===== config.mk =====
export PLATFORM = sky130hd
export DESIGN_NAME = spike_rate_window_counter
export DESIGN_NICKNAME = d
export VERILOG_FILES = /design/src/rtl/spike_rate_window_counter.sv
export SDC_FILE = /design/constraint.sdc
export NUM_CORES = 1
export LEC_CHECK = 0
export CORE_MARGIN = 2
export CORE_UTILIZATION = 52
export DETAILED_ROUTE_END_ITERATION = 12
export PLACE_DENSITY = 0.79
export SLEW_MARGIN = 20
export SYNTH_ARGS = -nofsm -noshare
export SYNTH_HDL_FRONTEND = slang
export SYNTH_SLANG_ARGS = --single-unit

===== constraint.sdc =====
create_clock -name clk -period 4.8 [get_ports clk]
set_input_delay 0.48 -clock clk [delete_from_list [all_inputs] [get_ports clk]]
set_output_delay 0.48 -clock clk [all_outputs]
set_load 0.02 [all_outputs]

===== src/rtl/spike_rate_window_counter.sv =====
// spike_rate_window_counter: counts spike rising edges per programmable window into an FWFT FIFO
// Optional feature macro: SPIKE_ISI_EN adds per-window minimum inter-spike interval (isi_min).
// Ports:
//   clk, reset_n (async, active-low), enable (window timer strobe), clear (sync clear)
//   spike_in (neuron spike), window_len (enabled cycles per window, 0 = 256)
//   rate_data/rate_valid/rate_ready (FIFO head, valid/ready), fifo_level, overflow (sticky drop)
//   isi_min (SPIKE_ISI_EN only: head entry's minimum ISI)
module spike_rate_window_counter #(
  parameter int CNT_W      = 8,
  parameter int FIFO_DEPTH = 4
) (
  input  logic                          clk,
  input  logic                          reset_n,
  input  logic                          enable,
  input  logic                          clear,
  input  logic                          spike_in,
  input  logic [7:0]                    window_len,
  output logic [CNT_W-1:0]              rate_data,
  output logic                          rate_valid,
  input  logic                          rate_ready,
  output logic [$clog2(FIFO_DEPTH):0]   fifo_level,
  output logic                          overflow
`ifdef SPIKE_ISI_EN
  ,
  output logic [7:0]                    isi_min
`endif
);
  localparam int AW = $clog2(FIFO_DEPTH);
`ifdef SPIKE_ISI_EN
  localparam int EW = CNT_W + 8;
`else
  localparam int EW = CNT_W;
`endif
  localparam logic [CNT_W-1:0] CNT_MAX = '1;
  localparam logic [0:0] S_IDLE  = 1'b0;
  localparam logic [0:0] S_COUNT = 1'b1;
  logic [0:0]       state_q, state_d;
  logic             spike_dly_q, spike_dly_d;
  logic [8:0]       win_len_q, win_len_d, win_cnt_q, win_cnt_d;
  logic [CNT_W-1:0] spike_cnt_q, spike_cnt_d;
  logic [AW-1:0]    wr_ptr_q, wr_ptr_d, rd_ptr_q, rd_ptr_d;
  logic [AW:0]      level_q, level_d;
  logic             ovf_q, ovf_d;
  logic [EW-1:0]    mem_q [FIFO_DEPTH];
  logic             counting, ev, win_close, restart, pop, push, full;
  logic [8:0]       len_sel;
  logic [CNT_W-1:0] sample;
  logic [EW-1:0]    entry;
`ifdef SPIKE_ISI_EN
  logic [7:0]       isi_cnt_q, isi_cnt_d, isi_min_q, isi_min_d, isi_cand, isi_sample;
  logic             seen_q, seen_d;
`endif
  always_comb begin
    counting    = state_q == S_COUNT;
    // edges in IDLE are ignored; spike_dly still tracks every clock
    ev          = spike_in & ~spike_dly_q & counting;
    win_close   = counting & enable & (win_cnt_q == win_len_q - 9'd1);
    restart     = clear | win_close | ~counting;
    len_sel     = (window_len == 8'd0) ? 9'd256 : {1'b0, window_len};
    // the edge seen on the closing cycle belongs to the closing window
    sample      = (spike_cnt_q == CNT_MAX) ? CNT_MAX : spike_cnt_q + CNT_W'(ev);
    rate_valid  = level_q != '0;
    pop         = rate_valid & rate_ready;
    full        = level_q == (AW+1)'(FIFO_DEPTH);
    push        = win_close & (~full | pop);
    spike_dly_d = clear ? 1'b0 : spike_in;
    state_d     = clear ? S_IDLE : S_COUNT;
    win_len_d   = clear ? 9'd0 : (~counting | win_close) ? len_sel : win_len_q;
    win_cnt_d   = restart ? 9'd0 : enable ? win_cnt_q + 9'd1 : win_cnt_q;
    spike_cnt_d = restart ? '0 : (ev && spike_cnt_q != CNT_MAX) ? spike_cnt_q + 1'b1 : spike_cnt_q;
    wr_ptr_d    = clear ? '0 : wr_ptr_q + AW'(push);
    rd_ptr_d    = clear ? '0 : rd_ptr_q + AW'(pop);
    level_d     = clear ? '0 : level_q + (AW+1)'(push) - (AW+1)'(pop);
    ovf_d       = clear ? 1'b0 : ovf_q | (win_close & full & ~pop);
`ifdef SPIKE_ISI_EN
    // isi_cnt_q holds clocks elapsed since the previous edge
    isi_cand    = (ev & seen_q) ? isi_cnt_q : 8'hFF;
    isi_sample  = (isi_cand < isi_min_q) ? isi_cand : isi_min_q;
    isi_cnt_d   = clear ? 8'd0 : ev ? 8'd1 : (isi_cnt_q == 8'hFF) ? 8'hFF : isi_cnt_q + 8'd1;
    isi_min_d   = restart ? 8'hFF : isi_sample;
    seen_d      = restart ? 1'b0 : seen_q | ev;
    entry       = {isi_sample, sample};
    isi_min     = rate_valid ? mem_q[rd_ptr_q][EW-1:CNT_W] : 8'd0;
`else
    entry       = sample;
`endif
    rate_data   = rate_valid ? mem_q[rd_ptr_q][CNT_W-1:0] : '0;
    fifo_level  = level_q;
    overflow    = ovf_q;
  end
  always_ff @(posedge clk or negedge reset_n) begin
    if (!reset_n) begin
      state_q     <= S_IDLE;
      spike_dly_q <= 1'b0;
      win_len_q   <= 9'd0;
      win_cnt_q   <= 9'd0;
      spike_cnt_q <= '0;
      wr_ptr_q    <= '0;
      rd_ptr_q    <= '0;
      level_q     <= '0;
      ovf_q       <= 1'b0;
`ifdef SPIKE_ISI_EN
      isi_cnt_q   <= 8'd0;
      isi_min_q   <= 8'hFF;
      seen_q      <= 1'b0;
`endif
    end else begin
      state_q     <= state_d;
      spike_dly_q <= spike_dly_d;
      win_len_q   <= win_len_d;
      win_cnt_q   <= win_cnt_d;
      spike_cnt_q <= spike_cnt_d;
      wr_ptr_q    <= wr_ptr_d;
      rd_ptr_q    <= rd_ptr_d;
      level_q     <= level_d;
      ovf_q       <= ovf_d;
`ifdef SPIKE_ISI_EN
      isi_cnt_q   <= isi_cnt_d;
      isi_min_q   <= isi_min_d;
      seen_q      <= seen_d;
`endif
    end
  end
  // storage needs no reset: outputs are masked while the FIFO is empty
  always_ff @(posedge clk) begin
    if (push) mem_q[wr_ptr_q] <= entry;
  end
endmodule


==> impl_metrics.ini <==
[synthesis]
synth_fa_ha_area_share_pct = 3.89
synthSimpleGateAreaFrac_pct = 17.2
synthMuxAreaShare_pct = 5.57
synth.distinct_cells = 43
synth_area_sq_um = 3410
synth_top_cell_by_area = edfxtp_1
synth_top_family_by_area = simple AND/OR/NAND/NOR gates
async_flop_share_pct = 52.9
synth_ff_type = dfrtp_1
synth.area.top_cells = edfxtp_1 (28%), dfrtp_1 (26%), mux4_2 (5.3%)
synth_edf_count = 32
synthCells = 291
ys_ff_latch = 68
synth-compound-area-share_pct = 7.40
yosysWarningCount = 0
synth_xor_area_share_pct = 8.47
synth.top_cell.area_share_pct = 28.2
ys_seq_area_share_pct = 54.5
syn_nets = 315
avgSynthCellArea_sq_um = 11.7

[min_path]
holdCritStartpoint = overflow
hold_path_end = overflow
holdPathStages = 1
hold_class = reg2reg

[sta]
tightest_slew_ns = 0.668
finalCritPeriodShare_pct = 75.5
period_needed_ns = 3.62
setup_viol = 0
finClkSkew_ns = 0.0106
drv_slew = 0
slew-limit-headroom_pct = 55.5
hold_violations = 0
fin_tns_setup_ns = 0
max_freq_mhz = 276
rsz0062_at_grt = no
setup_slack_ns = 1.18

[power_and_ir_drop]
p_leak_uw = 0.00166
vdd_drop_max_v = 0.000302
power_uw = 1570
power.density_nw_per_um2 = 397

[placed_design]
place_congestion = 0.814
portBuffers = 26
dpl.hpwl_um = 4140
post-place-ws_ns = 1.17

[worst_setup_path]
crit_arrival_ns = 3.85
path_class = reg2reg
end_kind = register
rrSetupSlack_ns = 1.18
reg2reg_depth = 12
crit_start = win_len_q[2]
worstReg2RegStart = win_len_q[2]
r2r_end = fifo_level[2]
cp.required_ns = 5.02
critPathLaunchType = register
critical_path.max_fanout = 21

[clock_tree]
insertion_delay_ns = 0.35
path_clk_slew_ns = 0.08
cts_tree = yes
ctsHoldBuffers = 0
cts_resized = 0
cts_inserted_buffers = 9
clkSinkCount = 68
post_cts_buffers = 0
root_buffer = clkbuf_8
h-tree-depth = 3
cts_buffer_depth = 2

[grt]
antenna_found_initial = 0
gr-usage-met3_pct = 5.93
grtUsageMet1_pct = 21.9
grtUsageTotal_pct = 17.7
grt_max_degree = 37
busiest_layer = met2
gr-total-overflow = 0
grt_pass1_vias = 2121
grt_pass1_wl_um = 9850
grtUsageMet2_pct = 29.3

[run_status]
status = finished, final reports clean

[floorplan]
dieArea_sq_um = 7230
initial_core_util_pct = 53.8
fp.dieH_um = 85.0
io-pin-count = 27
core_sq_um = 6350
die_w_um = 85.0
rows = 29

[route]
wirelength_um = 5780
vias = 2181
drt_first_pass_iters = 4
drt_iter0_drc = 110
vias_per_cell = 5.44
drtAntennaViolNets = 0
route.detailed.drc = 0
wl_per_cell_um = 14.4

[finish]
syn_to_final_growth_pct = 16.2
nFillCells = 502
antenna_cells = 0
fin_nets = 343
drive_gt1_share_pct = 11.1
utilization_pct = 62.5

[flow_run]
drv_cap = 0
cells in the final DEF, fill, tap and decap left out, types with 2 or more instances in the layout:
| cell | count |
|---|---|
| clkdlybuf4s50_1 | 26 |
| nor2b_1 | 13 |
| nand2_1 | 24 |
| ha_1 | 9 |
| buf_4 | 6 |
| edfxtp_1 | 32 |
| mux4_2 | 8 |
| a41o_1 | 9 |
| and3_1 | 3 |
| dfrtp_1 | 36 |
| o21a_1 | 3 |
| nor3_1 | 12 |
| xnor2_1 | 19 |
| nand3_1 | 9 |
| nand4_1 | 5 |
| and4b_1 | 3 |
| nor2_1 | 31 |
| nand2b_1 | 2 |
| a21oi_1 | 13 |
| nor3b_1 | 2 |
| clkbuf_8 | 10 |
| xor2_1 | 14 |
| inv_1 | 9 |
| clkinv_2 | 2 |
metrics by stage:
stage	cells	cell area, sq um	hold WS [ns]
after detailed placement	385	3750	0.490
final	401	3970	0.502
after CTS	401	3970	0.506
after global routing	401	3970	0.539
after global placement	385	3750	0.474
after floorplan	291	3410	0.184
cells in the mapped netlist (all sizes together) (10+ instances only):
| master | number |
|---|---|
| nor3 | 12 |
| clkbuf | 12 |
| a21oi | 13 |
| edfxtp | 32 |
| nor2b | 13 |
| xor2 | 14 |
| xnor2 | 19 |
| dfrtp | 36 |
| nand2 | 24 |
| nand3 | 10 |
| nor2 | 31 |
registers in the layout, indices dropped and copies added (netlist names):
name,cells
wr_ptr_q,2
overflow,1
win_cnt_q,9
fifo_level,3
counting,1
win_len_q,9
spike_dly_q,1
rd_ptr_q,2
spike_cnt_q,8
mem_q,32
power by group:
| group | total [uW] | switching, uW | internal [uW] |
|---|---|---|---|
| registers | 674 | 46.7 | 628 |
| clock network | 502 | 217 | 285 |
| logic | 398 | 183 | 214 |
| total | 1570 | 447 | 1130 |
per-layer routing:
metal,wire length [um],vias to the layer above
met5,0,-
met4,62,0
met3,201,6
met2,2910,32
met1,2600,1045
li1,-,1098
layout make-up:
cell class	instances	area, sq um	share of cell area [%]
clock buffers	11	163	4.10
clock inverters	5	56.3	1.42
inverters	9	33.8	0.851
multi-input cells	199	1450	36.6
flip-flops and latches	68	1860	46.9
well taps	77	96.3	2.43
repair buffers	32	305	7.69
logic make-up after synthesis:
| group | Yosys count |
|---|---|
| XOR/XNOR | 33 |
| AO/OA/AOI/OAI | 33 |
| buffers and inverters | 24 |
| AND/OR/NAND/NOR | 114 |
| adder cells (fa/ha/maj) | 10 |
| multiplexers | 9 |
| flip-flops | 68 |
worst max-delay path by stage:
| stage | endpoint | slack (ns) | cells after the start |
|---|---|---|---|
| 5_1_grt | fifo_level[2] | 1.02 | 12 |
| 3_3_place_gp | fifo_level[2] | 1.24 | 12 |
| 6_report | fifo_level[2] | 1.18 | 12 |
| 3_5_place_dp | fifo_level[2] | 1.17 | 12 |
| 2_1_floorplan | fifo_level[2] | 1.49 | 13 |
| 4_1_cts | fifo_level[2] | 1.17 | 12 |
critical path, stage by stage (launching register included):
cell and delay (ns):
dfrtp_1 0.45, or4_4 0.58, or2_0 0.23, o211a_1 0.22, a2111o_1 0.67, nand2b_4 0.27
ha_1 0.27, inv_1 0.05, ha_1 0.13, inv_1 0.05, fa_1 0.37, xnor2_1 0.16
nor2_1 0.06
No activity file was read; power rests on OpenSTA's default activity.
